[src/rtl/ct_butterfly_pipe.sv]
`default_nettype none
// ============================================================================
// Module      : ct_butterfly_pipe
// Description : Pipelined Cooley-Tukey NTT butterfly mod Q with a Barrett
//               multiplier and a whole-pipe stall. Optional feature macro:
//               BUTTERFLY_HALVE_EN (adds half_i, scales results by 2^-1 mod Q).
// Revision    : 1.0 - initial release
// ============================================================================
module ct_butterfly_pipe #(
    parameter int DWIDTH = 12,
    parameter int Q      = 3329
) (
    input  logic              clk,
    input  logic              rst,
    input  logic              in_valid_i,
    output logic              in_ready_o,
    input  logic [DWIDTH-1:0] a_i,
    input  logic [DWIDTH-1:0] b_i,
    input  logic [DWIDTH-1:0] w_i,
`ifdef BUTTERFLY_HALVE_EN
    input  logic              half_i,
`endif
    output logic              out_valid_o,
    input  logic              out_ready_i,
    output logic [DWIDTH-1:0] out_a_o,
    output logic [DWIDTH-1:0] out_b_o
);

    localparam int K  = 2 * DWIDTH;
    localparam int MW = DWIDTH + 1;
    localparam int PW = K + MW;
    localparam logic [MW-1:0]     M     = MW'((64'd1 << K) / 64'(Q));
    localparam logic [DWIDTH:0]   c_q_s = (DWIDTH+1)'(Q);
    localparam logic [DWIDTH+1:0] c_q_r = (DWIDTH+2)'(Q);
    localparam logic [K-1:0]      c_q_p = K'(Q);

    logic              r_v1, r_v2, r_v3;
    logic [DWIDTH-1:0] r_a1, r_a2, r_a3;
    logic [K-1:0]      r_p1, r_p2;
    logic [MW-1:0]     r_qh2;
    logic [DWIDTH-1:0] r_t3;
    logic              r_out_valid;
    logic [DWIDTH-1:0] r_out_a, r_out_b;
`ifdef BUTTERFLY_HALVE_EN
    logic              r_h1, r_h2, r_h3;
`endif

    logic              w_adv;
    logic [PW-1:0]     w_prod;
    logic [MW-1:0]     w_qh;
    logic [K-1:0]      w_r_full;
    logic [DWIDTH+1:0] w_r, w_r1, w_t_full;
    logic [DWIDTH-1:0] w_t;
    logic [DWIDTH:0]   w_sum, w_ya, w_yb;
    logic [DWIDTH-1:0] w_res_a, w_res_b;

    // Whole pipe moves together: only a held, unaccepted output blocks it.
    assign w_adv      = !r_out_valid || out_ready_i;
    assign in_ready_o = w_adv;

    // S2: Barrett quotient estimate
    assign w_prod = PW'(r_p1) * PW'(M);
    assign w_qh   = MW'(w_prod >> K);

    // S3: remainder is below 3Q, so two conditional subtracts fully reduce it
    assign w_r_full = r_p2 - K'(r_qh2) * c_q_p;
    assign w_r      = (DWIDTH+2)'(w_r_full);
    assign w_r1     = (w_r >= c_q_r) ? w_r - c_q_r : w_r;
    assign w_t_full = (w_r1 >= c_q_r) ? w_r1 - c_q_r : w_r1;
    assign w_t      = DWIDTH'(w_t_full);

    // S4: modular add / subtract
    assign w_sum = {1'b0, r_a3} + {1'b0, r_t3};
    assign w_ya  = (w_sum >= c_q_s) ? w_sum - c_q_s : w_sum;
    assign w_yb  = (r_a3 < r_t3) ? {1'b0, r_a3} - {1'b0, r_t3} + c_q_s
                                 : {1'b0, r_a3} - {1'b0, r_t3};

`ifdef BUTTERFLY_HALVE_EN
    logic [DWIDTH:0] w_ha, w_hb;
    // Halving mod odd Q: make the value even by adding Q before shifting.
    assign w_ha    = w_ya[0] ? (w_ya + c_q_s) >> 1 : w_ya >> 1;
    assign w_hb    = w_yb[0] ? (w_yb + c_q_s) >> 1 : w_yb >> 1;
    assign w_res_a = r_h3 ? DWIDTH'(w_ha) : DWIDTH'(w_ya);
    assign w_res_b = r_h3 ? DWIDTH'(w_hb) : DWIDTH'(w_yb);
`else
    assign w_res_a = DWIDTH'(w_ya);
    assign w_res_b = DWIDTH'(w_yb);
`endif

    always_ff @(posedge clk) begin
        if (rst) begin
            r_v1        <= 1'b0;
            r_v2        <= 1'b0;
            r_v3        <= 1'b0;
            r_a1        <= '0;
            r_a2        <= '0;
            r_a3        <= '0;
            r_p1        <= '0;
            r_p2        <= '0;
            r_qh2       <= '0;
            r_t3        <= '0;
            r_out_valid <= 1'b0;
            r_out_a     <= '0;
            r_out_b     <= '0;
`ifdef BUTTERFLY_HALVE_EN
            r_h1        <= 1'b0;
            r_h2        <= 1'b0;
            r_h3        <= 1'b0;
`endif
        end else if (w_adv) begin
            r_v1        <= in_valid_i;
            r_a1        <= a_i;
            r_p1        <= K'(b_i) * K'(w_i);
            r_v2        <= r_v1;
            r_a2        <= r_a1;
            r_p2        <= r_p1;
            r_qh2       <= w_qh;
            r_v3        <= r_v2;
            r_a3        <= r_a2;
            r_t3        <= w_t;
            r_out_valid <= r_v3;
            r_out_a     <= w_res_a;
            r_out_b     <= w_res_b;
`ifdef BUTTERFLY_HALVE_EN
            r_h1        <= half_i;
            r_h2        <= r_h1;
            r_h3        <= r_h2;
`endif
        end
    end

    assign out_valid_o = r_out_valid;
    assign out_a_o     = r_out_a;
    assign out_b_o     = r_out_b;

endmodule
`default_nettype wire

[config.mk]
export PLATFORM = sky130hd
export DESIGN_NAME = ct_butterfly_pipe
export DESIGN_NICKNAME = d
export VERILOG_FILES = /design/src/rtl/ct_butterfly_pipe.sv
export SDC_FILE = /design/constraint.sdc
export NUM_CORES = 1
export LEC_CHECK = 0
export BUFFER_PORTS_ARGS = -buffer_cell sky130_fd_sc_hd__clkbuf_2
export CORE_AREA = 2 2 213 215
export DETAILED_ROUTE_END_ITERATION = 6
export DIE_AREA = 0 0 215 217
export PLACE_DENSITY = 0.65
export SLEW_MARGIN = 15
export SYNTH_ARGS = -nofsm -noshare
export SYNTH_HDL_FRONTEND = slang
export SYNTH_SLANG_ARGS = --single-unit
[constraint.sdc]
create_clock -name clk -period 5.85 [get_ports clk]
set_clock_uncertainty 0.2 [all_clocks]
set_input_delay 0.8775 -clock clk [delete_from_list [all_inputs] [get_ports clk]]
set_output_delay 0.8775 -clock clk [all_outputs]
set_load 0.02 [all_outputs]
Yosys cells after proc, flatten, opt, wreduce, memory -nomap -nowiden --
Cells that the tools add are included.
Storage, ports and cells: flip-flop bits (word level) 127, input port bits 40, output and inout port bits 26, word-level logic and storage cells 33
Operators by class: add/sub/neg operators 7, multipliers 3, magnitude comparators 4, mux-type cells 4, reductions and logical operators 2
Operators with widths (count):
- 24-bit by 13-bit multiplier with 37-bit output (second input constant) | 1
- 12-bit two-way mux | 3
- 14-bit by 12-bit >= comparator with 1-bit output (second input constant) | 2
- 12-bit by 12-bit multiplier with 24-bit output | 1
- 12-bit subtractor (second input constant) | 2
- 13-bit by 12-bit multiplier with 14-bit output (second input constant) | 1
- 14-bit two-way mux | 1
- 14-bit by 12-bit subtractor with 14-bit output (second input constant) | 1
- 14-bit subtractor | 1
- 12-bit by 12-bit adder with 13-bit output | 1
- 13-bit by 12-bit >= comparator with 1-bit output (second input constant) | 1
- 12-bit adder (second input constant) | 1
- 12-bit less-than comparator | 1
- 12-bit subtractor | 1
- 1-bit zero test | 1
- 1-bit logical OR | 1

Depth between registers and ports, before layout --
depth in word-level cells 6, gate-level depth with buffers 25, depth with buffers taken out 24

Worst setup path after synthesis --
No wires, ideal clock.
path kind reg2reg, start point register r_p1[15], end point register r_qh2[12], library setup time 117 ps, arrival 5872 ps, required time 5533 ps, slack -340 ps, cell stages (with the launch flop) 21, buffers on the path 0, clock period less this slack 6190 ps, cell sequence dfxtp_1 -> fa_1 -> fa_1 -> inv_1 -> fa_1 -> fa_1 -> inv_1 -> fa_1 -> ha_1 -> a21o_1 -> a21o_1 -> a21o_1 -> a221o_1 -> a21oi_1 -> a21boi_1 -> o31ai_1 -> a21oi_1 -> o41ai_1 -> nor2b_1 -> or3_1 -> a32o_1
On the way: longest elaborated chain between the ends 1
RTL lines:
- start: declaration | RTL line 39 | logic [K-1:0] r_p1, r_p2;
- start signal: assignment | RTL line 113 | r_p1 <= K'(b_i) * K'(w_i);
- 24-bit by 13-bit multiplier with 37-bit output | RTL line 62 | assign w_prod = PW'(r_p1) * PW'(M);
- end signal: assignment | RTL line 117 | r_qh2 <= w_qh;
- end: declaration | RTL line 40 | logic [MW-1:0] r_qh2;
Every way passes these cells. A chain may end at the register's enable or synchronous reset.

Worst setup path after layout --
start point register r_p1[13], end point register r_qh2[12]
The elaborated chain is that of the path after synthesis.

==> flow_summary.ini <==
[status]
status = complete, but fails checks
violations_in_the_final_reports = negative setup slack

[timing]
final.setup.worst_slack_ps = -187
finalCriticalPeriod_ps = 6040
hold_viol = 0
max_clock_freq_mhz = 166
rsz0062_at_grt = true
max_slew.worst_pin.slew_ps = 1100
finalCritPeriodShare_pct = 103
timing.slew.headroom_pct = 26.5
final_max_slew_viol_count = 0
finalSetupViolations = 3

[logic_synthesis]
synth_compound_area_share_pct = 12.7
synth_enable_flop_cells = 0
synth.top_cells.by_count = inv_1 (335), nand2_1 (287), ha_1 (254)
synth.distinct_cells = 80
synth_nets = 2534
synth_top_cell_by_area = fa_1
synth_fa_ha_area_share_pct = 45.1
synth_top_area_share_pct = 27.0
synthSimpleGateAreaFrac_pct = 14.0
seq_area_frac_synth_pct = 14.4
synthesis.yosys.warnings = 0
synthesis.area_um2 = 17600
average_cell_area_after_synthesis_um2 = 8.80
yosys-mux-area-fraction_pct = 0.170
postSynthRegisterBits = 127
synth_top_family_by_area = adder cells
dominantRegCellSynth = dfxtp_1
synth.top_cells.by_area = fa_1 (27%), ha_1 (18%), dfxtp_1 (14%)
synthMostInstantiatedCell = inv_1
synthXorXnorAreaFrac_pct = 4.85
mapped_cells = 2002
ys_async_sr_fraction_pct = 0

[layout]
final_net_count = 2759
finish.cell_count_without_fillers = 2840
area.growth.synth_to_final_pct = 19.8
multi_input_gate_area_um2 = 14000
share_of_final_layout_standard_cells_stronger_than_drive_strength_1_pct = 19.1
ff_latch_area_um2 = 2580
finalCoreUtilization_pct = 47.2
num-fill-cells = 4312
number_of_antenna_cells_inserted = 0

[drt]
first_iter_violations = 735
final_wl_um = 42100
ant_nets = 0
drc_errors = 0
route.vias.total = 14200
routedWlPerCell_um = 14.8
detail_route.first_pass.iterations = 4
via_to_cell_ratio = 5.01

[die]
rows = 78
io_pins = 66
fp.dieH_um = 217
floorplan.initialDensity_pct = 39.4
die_width_um = 215
die_area_um2 = 46700
core-area_um2 = 44700

[global_routing]
overflow = 0
grt_antenna_before_repair = 0
wire_length_of_the_first_global_routing_pass_um = 70400
grt_max_degree = 103
grt_pass1_vias = 14500
gr-usage-all-layers_pct = 18.3

[worst_setup_path]
crit-reg2reg-capture = r_qh2[12]$_SDFFE_PP0P_
endpoint_class_of_the_critical_path = register
cp-start-kind = register
critical-path-max-stage-delay_ps = 540
reg2reg_depth = 20
critical_path.top_delay_family = adder cells
crit_path_cells = fa_1, fa_1, inv_2, fa_1, fa_1, inv_1, fa_1, ha_1, a21o_1, a21o_1, a21o_1, a221o_1, a21oi_2, a21boi_2, o31ai_4, a21oi_2, o41ai_4, nor2b_1, or3_1, a32o_1
worst-endpoint-required_ps = 5970
path_common_cell = fa_1
worstSetupPathType = reg -> reg
slowest_stage = fa_1
worstSetupStartpoint = r_p1[13]$_SDFFE_PP0P_
crit_buf_inv = 2
ff2ff_setup_slack_ps = -190
critical_path.reg2reg.startpoint = r_p1[13]$_SDFFE_PP0P_
path_max_fanout = 5
arrival_ps = 6160

[hold_path]
worstHoldPathType = reg -> reg
hold_path_end = r_p2[0]$_SDFFE_PP0P_
start_point_of_the_worst_min_delay_path = r_p2[0]$_SDFFE_PP0P_
worst_hold_path.num_cells = 2

[clocking]
cts_buffer_depth = 2
tritoncts_clock_tree = done
cts-htree-levels = 4
cts_buf_count = 17
cts_hold_buf = 0
clk_root_buffer_cell = clkbuf_16
clk_latency_ps = 430
clock_sinks = 127
cts.clk_slew.worst_paths_ps = 70

[place]
placement.io_buffers = 65
gp_congestion = 0.872
dp_hpwl_um = 33800
placed_cells = 2792

[flow_run]
cap_violations = 0
## cell type report
| type | count | area share, % |
|---|---|---|
| tap | 600 | 3.56 |
| sequential | 127 | 12.2 |
| clock buffer | 20 | 2.16 |
| clock inverter | 12 | 0.474 |
| inverter | 335 | 5.96 |
| timing repair buffer | 281 | 9.50 |
| multi-input combinational | 1465 | 66.1 |
## worst max path at each step
stage	end	slack [ps]	cells after the start
global placement	r_p1[23]$_SDFFE_PP0P_	-370	21
floorplan	r_qh2[12]$_SDFFE_PP0P_	-50	20
detailed placement	r_qh2[12]$_SDFFE_PP0P_	-500	18
finish	r_qh2[12]$_SDFFE_PP0P_	-190	20
CTS	r_qh2[12]$_SDFFE_PP0P_	-140	20
global route	r_qh2[12]$_SDFFE_PP0P_	-480	20
## layer usage
layer / vias up / GRT usage, % / part of all wire (%)
met1: 7034 / 25.0 / 47
met5: - / 0 / 0
li1: 6925 / - / -
met4: 0 / 4.28 / 1.7
met3: 49 / 1.77 / 2.4
met2: 208 / 31.2 / 49
## layout by cell type, fill, tap and decap left out, types with 6 or more instances in the layout
master,Yosys,final
a21oi_2,0,7
nand2_1,287,282
and2_1,61,59
clkbuf_2,0,50
xnor2_1,59,57
inv_1,335,333
o21a_1,12,11
fa_1,238,233
or3_1,7,6
nand2b_1,9,8
o21ai_1,15,21
nor3_1,24,21
ha_1,254,252
a21oi_1,117,108
nor2_1,71,69
or4_1,6,6
o21ai_0,57,44
clkbuf_16,0,17
dfxtp_2,0,14
buf_4,0,217
a21o_1,14,14
dfxtp_1,127,108
o21bai_1,9,7
nor2b_1,11,9
xor2_1,36,32
nand3_1,18,18
a211oi_1,20,18
buf_6,1,7
o211ai_1,10,10
## kinds of logic after synthesis
| family | count (synthesis) |
|---|---|
| muxes | 3 |
| buffers and inverters | 410 |
| adders and majority gates | 492 |
| DFF | 127 |
| and+or+nand+nor | 536 |
| xor gates and xnor gates | 96 |
| AOI/OAI and AO/OA | 338 |
## flip-flops by register name, indices dropped and copies added (netlist names)
name / cells
r_t3: 12
out_valid_o: 1
r_qh2: 13
r_a2: 12
out_a_o: 12
r_p1: 24
out_b_o: 12
r_p2: 14
r_a1: 12
r_v1: 1
r_a3: 12
r_v2: 1
r_v3: 1
## metrics by stage
stage | hold WS, ps | area [um^2] | TNS [ps] | setup WS (ps)
3_5_place_dp | 243 | 20000 | -3750 | -504
2_1_floorplan | 229 | 17800 | -49.3 | -49.3
6_report | 250 | 21100 | -248 | -187
4_1_cts | 252 | 20700 | -151 | -143
3_3_place_gp | 240 | 20000 | -1830 | -371
5_1_grt | 271 | 21100 | -1610 | -479
## timing repair
action | 4_1_cts | 5_1_grt
buffers inserted | 11 | 10
endpoints found under the setup margin | 14 | 26
resized for setup | 15 | 116
pin swaps | 15 | 46
## worst min-delay path: stages, from the launching register on
cell and delay [ps]:
dfxtp_2 320, nand2_1 50, a21oi_1 50
Power is left out: the tool's default activity adds up to more than one toggle a clock period on the data nets, which glitch-free logic cannot reach.
